===== src/rtl/serial_sub_ctrl_311_pkg.sv =====
// serial_sub_pkg_311
//   Shared definitions for the bit-serial subtract controller:
//   FSM state type and encodings, and the maximum supported operand width.
package serial_sub_pkg_311;

    // Upper bound on the WIDTH parameter of serial_sub_ctrl_311.
    localparam int SS_MAX_WIDTH = 32;

    typedef logic [1:0] state_t;

    localparam state_t ST_IDLE = 2'b00;
    localparam state_t ST_RUN  = 2'b01;
    localparam state_t ST_DONE = 2'b10;

endpackage


===== src/rtl/serial_sub_ctrl_311_fs.sv =====
// fs_311
//   One-bit full-subtractor cell: computes x - y - z.
//   Ports:
//     x_311 in  : minuend bit
//     y_311 in  : subtrahend bit
//     z_311 in  : borrow-in
//     d_311 out : difference bit
//     b_311 out : borrow-out
module fs_311 (
    input  logic x_311,
    input  logic y_311,
    input  logic z_311,
    output logic d_311,
    output logic b_311
);

    assign d_311 = x_311 ^ y_311 ^ z_311;
    // Borrow when y exceeds x, or when x == y and a borrow comes in.
    assign b_311 = (~x_311 & y_311) | (~(x_311 ^ y_311) & z_311);

endmodule


===== src/rtl/serial_sub_ctrl_311.sv =====
// serial_sub_ctrl_311
//   Bit-serial N-bit subtractor controller: computes A - B - Bin by stepping
//   a single fs_311 cell over the operands LSB-first, one bit per clock.
//   Optional feature macro: SERIAL_SUB_OVF_EN (adds ovf_311 signed overflow).
//   Ports:
//     clk_311   in  : clock, rising edge
//     rst_n_311 in  : asynchronous active-low reset
//     start_311 in  : request, sampled only in IDLE
//     a_311     in  : minuend, captured on acceptance
//     b_311     in  : subtrahend, captured on acceptance
//     bin_311   in  : borrow-in, captured on acceptance
//     busy_311  out : high while an operation is in flight (RUN/DONE)
//     done_311  out : one-cycle pulse, result valid
//     diff_311  out : difference (shift register, final at done_311)
//     bout_311  out : final borrow-out
//     ovf_311   out : signed overflow (only with SERIAL_SUB_OVF_EN)
module serial_sub_ctrl_311
    import serial_sub_pkg_311::*;
#(
    parameter int WIDTH = 8
) (
    input  logic             clk_311,
    input  logic             rst_n_311,
    input  logic             start_311,
    input  logic [WIDTH-1:0] a_311,
    input  logic [WIDTH-1:0] b_311,
    input  logic             bin_311,
    output logic             busy_311,
    output logic             done_311,
    output logic [WIDTH-1:0] diff_311,
    output logic             bout_311
`ifdef SERIAL_SUB_OVF_EN
   ,output logic             ovf_311
`endif
);

    localparam int CW = $clog2(WIDTH + 1);

    state_t           state_q, state_d;
    logic [WIDTH-1:0] sa_q, sa_d;
    logic [WIDTH-1:0] sb_q, sb_d;
    logic [WIDTH-1:0] diff_q, diff_d;
    logic [CW-1:0]    cnt_q, cnt_d;
    logic             brw_q, brw_d;
    logic             bout_q, bout_d;
    logic             busy_q, busy_d;
    logic             done_q, done_d;

    logic cell_d;
    logic cell_b;

`ifdef SERIAL_SUB_OVF_EN
    // Operand sign bits kept from acceptance; the shifters lose them.
    logic amsb_q, amsb_d;
    logic bmsb_q, bmsb_d;
    logic ovf_q, ovf_d;
`endif

    fs_311 u_fs (
        .x_311 (sa_q[0]),
        .y_311 (sb_q[0]),
        .z_311 (brw_q),
        .d_311 (cell_d),
        .b_311 (cell_b)
    );

    always_comb begin
        state_d = state_q;
        sa_d    = sa_q;
        sb_d    = sb_q;
        diff_d  = diff_q;
        cnt_d   = cnt_q;
        brw_d   = brw_q;
        bout_d  = bout_q;
        // Registered from the current state so busy/done lag the FSM by one
        // edge: busy covers RUN+DONE, done marks the edge leaving DONE.
        busy_d  = (state_q != ST_IDLE);
        done_d  = (state_q == ST_DONE);
`ifdef SERIAL_SUB_OVF_EN
        amsb_d  = amsb_q;
        bmsb_d  = bmsb_q;
        ovf_d   = ovf_q;
`endif
        case (state_q)
            ST_IDLE: begin
                if (start_311) begin
                    sa_d    = a_311;
                    sb_d    = b_311;
                    brw_d   = bin_311;
                    cnt_d   = '0;
                    diff_d  = '0;
`ifdef SERIAL_SUB_OVF_EN
                    amsb_d  = a_311[WIDTH-1];
                    bmsb_d  = b_311[WIDTH-1];
`endif
                    state_d = ST_RUN;
                end
            end
            ST_RUN: begin
                sa_d   = sa_q >> 1;
                sb_d   = sb_q >> 1;
                diff_d = {cell_d, diff_q[WIDTH-1:1]};
                brw_d  = cell_b;
                cnt_d  = cnt_q + CW'(1);
                if (cnt_q == CW'(WIDTH - 1)) begin
                    state_d = ST_DONE;
                end
            end
            ST_DONE: begin
                bout_d  = brw_q;
`ifdef SERIAL_SUB_OVF_EN
                ovf_d   = (amsb_q != bmsb_q) && (diff_q[WIDTH-1] != amsb_q);
`endif
                state_d = ST_IDLE;
            end
            default: begin
                state_d = ST_IDLE;
            end
        endcase
    end

    always_ff @(posedge clk_311 or negedge rst_n_311) begin
        if (!rst_n_311) begin
            state_q <= ST_IDLE;
            sa_q    <= '0;
            sb_q    <= '0;
            diff_q  <= '0;
            cnt_q   <= '0;
            brw_q   <= 1'b0;
            bout_q  <= 1'b0;
            busy_q  <= 1'b0;
            done_q  <= 1'b0;
`ifdef SERIAL_SUB_OVF_EN
            amsb_q  <= 1'b0;
            bmsb_q  <= 1'b0;
            ovf_q   <= 1'b0;
`endif
        end else begin
            state_q <= state_d;
            sa_q    <= sa_d;
            sb_q    <= sb_d;
            diff_q  <= diff_d;
            cnt_q   <= cnt_d;
            brw_q   <= brw_d;
            bout_q  <= bout_d;
            busy_q  <= busy_d;
            done_q  <= done_d;
`ifdef SERIAL_SUB_OVF_EN
            amsb_q  <= amsb_d;
            bmsb_q  <= bmsb_d;
            ovf_q   <= ovf_d;
`endif
        end
    end

    assign busy_311 = busy_q;
    assign done_311 = done_q;
    assign diff_311 = diff_q;
    assign bout_311 = bout_q;
`ifdef SERIAL_SUB_OVF_EN
    assign ovf_311  = ovf_q;
`endif

endmodule


===== config.mk =====
export PLATFORM = sky130hd
export DESIGN_NAME = serial_sub_ctrl_311
export DESIGN_NICKNAME = d
export VERILOG_FILES = /design/src/rtl/serial_sub_ctrl_311_pkg.sv /design/src/rtl/serial_sub_ctrl_311_fs.sv /design/src/rtl/serial_sub_ctrl_311.sv
export SDC_FILE = /design/constraint.sdc
export NUM_CORES = 1
export LEC_CHECK = 0
export BUFFER_PORTS_ARGS = -buffer_cell sky130_fd_sc_hd__buf_2
export CORE_UTILIZATION = 35
export CTS_CLUSTER_DIAMETER = 80
export DETAILED_ROUTE_END_ITERATION = 6
export PLACE_DENSITY_LB_ADDON = 0.12
export SYNTH_ARGS = -nofsm -noshare
export SYNTH_HDL_FRONTEND = slang
export SYNTH_HIERARCHICAL = 1
export SYNTH_SLANG_ARGS = --single-unit

===== constraint.sdc =====
create_clock -name clk_311 -period 1.8 [get_ports clk_311]
set_input_delay 0.09 -clock clk_311 [delete_from_list [all_inputs] [get_ports clk_311]]
set_output_delay 0.09 -clock clk_311 [all_outputs]
set_load 0.03 [all_outputs]

Word-level counts from Yosys, hierarchy flattened
Cells that the tools add are included.
W data, S select, Z words.
{"block": "classes", "mux": 13, "reduce_logical": 5, "bitwise_logic": 7, "eq_ne": 5, "add_sub_neg": 1}
{"operator": "$pmux W8 S2", "n": 3}
{"operator": "$mux W8", "n": 3}
{"operator": "$pmux W4 S2", "n": 1}
{"operator": "$add A4 B1 Y4 const B", "n": 1}
{"operator": "$eq A4 B3 Y1 const B", "n": 1}
{"operator": "$mux W2", "n": 2}
{"operator": "$mux W4", "n": 1}
{"operator": "$ne A2 B2 Y1 const B", "n": 2}
{"operator": "$pmux W2 S2", "n": 1}
{"operator": "$reduce_and A2 Y1", "n": 2}
{"operator": "$reduce_bool A2 Y1", "n": 2}
{"operator": "$and A1 B1 Y1", "n": 2}
{"operator": "$eq A2 B1 Y1 const B", "n": 1}
{"operator": "$eq A2 B2 Y1 const B", "n": 1}
{"operator": "$logic_not A2 Y1", "n": 1}
{"operator": "$not A1 Y1", "n": 2}
{"operator": "$pmux W1 S2", "n": 1}
{"operator": "$xor A1 B1 Y1", "n": 2}
{"operator": "$mux W1", "n": 1}
{"operator": "$or A1 B1 Y1", "n": 1}
{"block": "totals", "output_inout_bits": 11, "in_bits": 20, "regBits": 34}

Depth between registers and ports, before layout
Gate-level depths: netlist of run 1.
{"block": "depth", "depth_word": 5, "mapped_depth": 6, "mapped_depth_nobuf": 5}

Modules after synthesis
Netlist of run 1, hierarchy kept.
{"mod": "serial_sub_ctrl_311", "area_each_um2": 1473.9, "cells_per_inst": 143, "seq_area_each_um2": 850.8, "n_inst": 1}
{"mod": "fs_311", "area_each_um2": 31.3, "cells_per_inst": 4, "seq_area_each_um2": 0.0, "n_inst": 1}

Least setup slack after synthesis of run 1
No wires, ideal clock.
{"block": "synth_path", "path_kind": "register to register", "startpoint": "reg state_q[0]", "endpoint": "reg sa_q[0]", "stages_incl_launch_ff": 6, "path_slack_ns": 0.511, "setup_time_ns": 0.119, "required_ns": 1.681, "arrival_time_ns": 1.169, "cell_sequence": "dfrtp_1 > buf_6 > or3b_4 > buf_6 > o22ai_2 > nor2_1"}
{"block": "synth_between", "elab_chain_cells": 3}
{"element": "start: declaration", "line": "serial_sub_ctrl_311.sv:39", "source": "state_t state_q, state_d;"}
{"element": "start signal: assignment", "line": "serial_sub_ctrl_311.sv:139", "source": "state_q <= state_d;"}
{"element": "$eq A2 B1 Y1 or $logic_not A2 Y1 (tied branches)", "line": "serial_sub_ctrl_311.sv:84", "source": "case (state_q)"}
{"element": "$reduce_bool A2 Y1 (no line) or $ne A2 B2 Y1 (tied branches)"}
{"element": "$reduce_and A2 Y1 (no line)"}
{"element": "end signal: assignment", "line": "serial_sub_ctrl_311.sv:125", "source": "sa_q <= '0;"}
{"element": "end signal: assignment", "line": "serial_sub_ctrl_311.sv:140", "source": "sa_q <= sa_d;"}
{"element": "end: declaration", "line": "serial_sub_ctrl_311.sv:40", "source": "logic [WIDTH-1:0] sa_q, sa_d;"}
Parallel ways exist; a longest one is shown, timed or not.
A chain may end at the register's enable or synchronous reset.

Worst setup path after layout of run 1
{"block": "layout_path", "startpoint": "reg state_q[0]", "endpoint": "reg sa_q[1]"}
Same word-level chain as after synthesis.

==> run summary, run 1 <==
Crit-path slowest cell = dfrtp_1
placed cell areas = 1690 um2
initial core utilization = 37.1%
critical path required time = 1.97 ns
Total Neg Setup Slack = 0 ns
status = completed
count of non-filler cells in the finished layout = 232
htree depth = 2
Clock Latency Late Sink = 0.28 ns
post-synth top area share = 56.5%
Peak Freq = 0.667 GHz
LEAKAGE = 0.915 nW
crit path cell chain = nand2b_1, buf_4, o22ai_2, nor2_1
post-synthesis sequential area ratio = 56.5%
Placed Cells = 223
PortBufs = 30
ranking of synthesized cells by area = dfrtp_1, nand2_1, o22ai_2
slew margin rel. = 48.3%
TritonRoute pass-1 iters = 4
CTS clk-pin slew, worst paths = 0.06 ns
slowest stage delay, CP = 0.52 ns
design area = 1790 um2
CP Capture Type = flop
Largest delay share family, worst path = flip-flops
Util after Layout = 44.0%
final global-route overflow total = 0
cell area after synthesis = 1510 um2
Avg WL per Cell = 12.8 um
PwrDens = 1730 nW/um2
DP Wirelength = 2010 um
Die X = 67.6 um
post-synthesis average cell area = 10.2 um2
row cnt = 23
largest buffer count on any clock path = 2
#FFs+latches synth = 34
Synth area leader = dfrtp_1
Unique masters post-synth = 29
Total Wirelength = 2980 um
vias in the first global route = 1051
max-cap violations = 0
Via density = 4.92
clk_skew = 0.00440 ns
Mapped Cells = 147
First DRT Iteration DRCs = 56
Die Span Y = 67.6 um
VDD IR max = 0.758 mV
num ports = 31
Pins Over Slew Limit = 0
CTS tree = yes
post-CTS setup buffer count = 0
RSZ-0062 raised after global routing = no
clk sinks = 34
share of layout cells above drive strength 1 = 28.6%
clk root buf = clkbuf_8
P&R area growth vs syn = 18.7%
fin crit share = 83.3%
Hold Crit Class = input pin to flop
CP arrival = 1.67 ns
Finish-stage setup viols = 0
CORE AREA = 4060 um2
Num CTS Buffers = 5
CP max FO = 15
first-pass GRT wire length = 5020 um
final hold vios = 0
largest net degree at the start of global routing = 35
Nets = 204
post-route ant nets = 0
yosys synthesis warning count = 6
Final Total Pwr = 3.10 mW
Mapped Nets = 169
residual DRC count = 0
PostCTS Resize Cnt = 0
antenna violations before repair = 0
overall routing resource usage = 15.4%
Placer Congestion = 0.751
die area = 4570 um2
Tightest Pin Transition = 0.775 ns
Worst Setup Path Type = flop to flop
CP Buf/Inv Count = 1
# diodes = 0
min Tclk post-route = 1.50 ns
DR vias = 1142
crit start category = flop
synth_stat cells:
master / number
o21bai_2: 1
clkbuf_2: 1
o22ai_2: 7
and3b_1: 1
buf_6: 2
nor3b_2: 1
ha_1: 1
buf_4: 2
inv_1: 3
buf_2: 3
nor2_1: 14
a22oi_1: 7
or3b_4: 1
a21o_1: 1
a21oi_1: 1
o21ai_0: 4
nor3_1: 1
nand2b_1: 1
nand4_1: 1
or2_2: 1
mux2i_1: 1
nor2b_1: 2
nor3b_1: 1
nand2_1: 41
fa_1: 1
mux2_2: 1
dfrtp_1: 34
nand3_1: 11
o21ba_2: 1
tightest hold or removal path, stage by stage:
cell,delay [ns]
buf_2,0.08
nand2_1,0.04
nand2_1,0.05
routing by layer:
layer	global-route usage [%]	wire [um]
met5	0	0
met4	6.38	47
met3	6.25	166
met2	23.8	1370
met1	19.0	1390
metrics by stage:
stage                     hold slack [ns]  setup slack [ns]
after floorplan                    -0.206             0.511
final                              0.0199             0.300
after detailed placement            0.223             0.292
after global placement              0.199             0.358
after global routing               0.0180             0.110
after CTS                         0.00892             0.263
worst paths after layout:
check                                       start                   to  slack [ns]  cells after the start
setup reg to reg           state_q[0]$_DFFE_PN0P_  sa_q[1]$_DFFE_PN0P_        0.30                      4
min in group asynchronous               rst_n_311  sa_q[4]$_DFFE_PN0P_        0.42                      2
max in group asynchronous               rst_n_311  sb_q[5]$_DFFE_PN0P_        0.88                      2
setup / recovery           state_q[0]$_DFFE_PN0P_  sa_q[1]$_DFFE_PN0P_        0.30                      4
hold / removal                           b_311[7]  sb_q[7]$_DFFE_PN0P_        0.02                      3
hold reg to reg               sb_q[6]$_DFFE_PN0P_  sb_q[6]$_DFFE_PN0P_        0.48                      2
logic make-up after synthesis:
kind of cell,synth area share [%]
and+or+nand+nor,22.4
DFF,56.5
adders and majority gates,2.16
AOI/OAI and AO/OA,12.9
muxes,1.41
buffers and inverters,4.57
report_power, final:
part / total [mW] / switching (mW) / internal, mW
Sequential: 1.33 / 0.234 / 1.09
Clock: 0.525 / 0.259 / 0.266
Combinational: 1.24 / 0.753 / 0.491
sequential cells by signal, summed over array words and instances, names as in the netlist:
| signal | count |
|---|---|
| bout_311 | 1 |
| brw_q | 1 |
| busy_311 | 1 |
| cnt_q | 4 |
| diff_311 | 8 |
| done_311 | 1 |
| sa_q | 8 |
| sb_q | 8 |
| state_q | 2 |
what timing repair did:
item                                   CTS  global route
hold buffers                             2             0
setup endpoints to repair                0             0
endpoints found under the hold margin   35             0
cells in the final DEF, fill, tap and decap left out, types with 3 or more instances in the layout:
cell | synthesis | routed
buf_4 | 2 | 4
nand3_1 | 11 | 11
inv_1 | 3 | 3
nor2_1 | 14 | 14
a22oi_1 | 7 | 7
o21ai_0 | 4 | 4
clkbuf_8 | 0 | 5
nand2_1 | 41 | 41
dfrtp_1 | 34 | 34
o22ai_2 | 7 | 7
buf_2 | 3 | 30
final cells by class:
type	instances	area (um2)
Sequential cell	34	851
Timing Repair Buffer	36	200
Inverter	3	11.3
Tap cell	50	62.6
Multi-Input combinational cell	102	586
Fill cell	419	2270
Clock buffer	7	76.3
No activity file was read; power rests on OpenSTA's default activity.
==> inputs of run 2 (changes only) <==
==> constraint.sdc (replaced) <==
create_clock -name clk_311 -period 1.4 [get_ports clk_311]
set_input_delay 0.07 -clock clk_311 [delete_from_list [all_inputs] [get_ports clk_311]]
set_output_delay 0.07 -clock clk_311 [all_outputs]
set_load 0.03 [all_outputs]
==> run 2 against run 1 <==
Effect of this change:
- critical path depth fell by 1
- cell count rose by 2.6%
- die area stayed put
- count of clock-buffer cells in the layout grew 1
- sequential cell count unchanged
- sequential share of layout area fell by 2.3 points
- critical path type unchanged
- critical endpoint unchanged
- largest power group is now combinational logic
==> run summary, run 2 (synthesized netlist as in run 1, its figures left out) <==
CP arrival = 1.49 ns
htree depth = 2
internal power = 2.58 mW
max-cap violations = 0
DP Worst Slack = 0.0849 ns
design area = 1880 um2
Total Wirelength = 3030 um
slew margin rel. = 71.0%
critical path required time = 1.58 ns
Die X = 67.6 um
Switching Share = 38.9%
commonest non-fill, non-tap cell in the layout = nand2_1
row cnt = 23
RSZ-0062 raised after global routing = no
Avg WL per Cell = 12.7 um
Total Neg Setup Slack = 0 ns
Pins Over Slew Limit = 0
crit start category = flop
CTS tree = yes
# diodes = 0
clk sinks = 34
clk root buf = clkbuf_8
status = completed
Worst Setup Path Type = flop to flop
Clock Latency Late Sink = 0.28 ns
overall routing resource usage = 15.7%
CTS clk-pin slew, worst paths = 0.07 ns
residual DRC count = 0
LEAKAGE = 0.964 nW
Comb pwr share = 40.3%
PwrDens = 2260 nW/um2
first-pass GRT wire length = 5080 um
First DRT Iteration DRCs = 41
most frequent cells in the layout = nand2_1, dfrtp_1, buf_2
R2R setup slack = 0.08 ns
Finish-stage setup viols = 0
Peak Freq = 0.759 GHz
antenna violations before repair = 0
CP endpoint = sa_q[1]$_DFFE_PN0P_
post-route ant nets = 0
fin crit share = 94.2%
Nets = 209
DP Wirelength = 2130 um
switching power = 1.65 mW
CP Capture Type = flop
Via density = 4.83
final global-route overflow total = 0
power share of the sequential group = 39.7%
Placer Congestion = 0.740
CP max FO = 20
Setup crit start = state_q[1]$_DFFE_PN0P_
Die Span Y = 67.6 um
min Tclk post-route = 1.32 ns
num ports = 31
RR Startpoint = state_q[1]$_DFFE_PN0P_
Hold Crit Class = input pin to flop
TritonRoute pass-1 iters = 4
largest net degree at the start of global routing = 21
DR vias = 1150
largest buffer count on any clock path = 2
vias in the first global route = 1070
clk_skew = 0.00433 ns
RR Endpoint = sa_q[1]$_DFFE_PN0P_
Tightest Pin Transition = 0.436 ns
R2R cell count = 3
Num CTS Buffers = 5
share of layout cells above drive strength 1 = 31.9%
initial core utilization = 37.1%
PortBufs = 30
Clk pwr share = 20.0%
VDD IR max = 0.935 mV
P&R area growth vs syn = 24.6%
final hold vios = 0
PnR worst setup slack = 0.0816 ns
die area = 4570 um2
placed cell areas = 1730 um2
CORE AREA = 4060 um2
[run 2: changes by cell type in the layout (fill, tap and decap cells not counted), sizes merged]
cell         change
buf              +4
clkbuf           +1
dlygate4sd3      +1
[run 2: how the worst min path moves through the flow]
stage / from / to / slack, ns / cells past startpoint
2_1_floorplan: rst_n_311 / bout_311$_DFFE_PN0P_ / -0.23 / 0
5_1_grt: b_311[4] / sb_q[4]$_DFFE_PN0P_ / 0.009 / 3
3_3_place_gp: rst_n_311 / sa_q[2]$_DFFE_PN0P_ / 0.02 / 1
3_5_place_dp: rst_n_311 / sa_q[1]$_DFFE_PN0P_ / 0.03 / 1
6_report: b_311[5] / sb_q[5]$_DFFE_PN0P_ / 0.01 / 3
4_1_cts: b_311[1] / sb_q[1]$_DFFE_PN0P_ / 0.005 / 3
[run 2: what timing repair did]
action,in CTS,in global routing
endpoints found under the hold margin,18,0
gates resized for setup,0,1
setup buffers,0,0
hold buffers,3,0
endpoints found under the setup margin,0,8
[run 2: cell type report]
cell class / instances / area [um2]
sequential: 34 / 851
clock buffer: 8 / 110
timing repair buffer: 41 / 253
fill: 391 / 2180
inverter: 3 / 11.3
tap: 50 / 62.6
multi-input combinational: 102 / 588
[run 2: worst max-delay path: stages, from the launching register on]
cell	delay, ns
dfrtp_1	0.40
or3b_4	0.54
o22ai_2	0.19
nor2_1	0.07
[run 2: power by group through the flow]
| stage | combinational, mW | sequential (mW) | clock (mW) |
|---|---|---|---|
| global placement | 1.66 | 1.68 | 0 |
| floorplan | 1.03 | 1.90 | 0 |
| finish | 1.70 | 1.68 | 0.846 |
| global route | 1.94 | 1.74 | 0.911 |
| CTS | 1.73 | 1.69 | 0.873 |
| detailed placement | 1.71 | 1.70 | 0 |
[run 2: layer usage]
metal | GRT usage, % | wire (um)
met4 | 7.18 | 55
met1 | 20.8 | 1420
met2 | 22.6 | 1380
met5 | 0 | 0
met3 | 5.57 | 173
[run 2: stage by stage]
step           power (mW)  hold WS [ns]  std cells  util (%)
2_1_floorplan        2.93        -0.226        147         -
3_3_place_gp         3.34        0.0237        227      42.7
3_5_place_dp         3.41        0.0344        227      42.7
4_1_cts              4.29       0.00522        238      46.2
5_1_grt              4.59       0.00868        238      46.2
6_report             4.23        0.0135        238      46.2
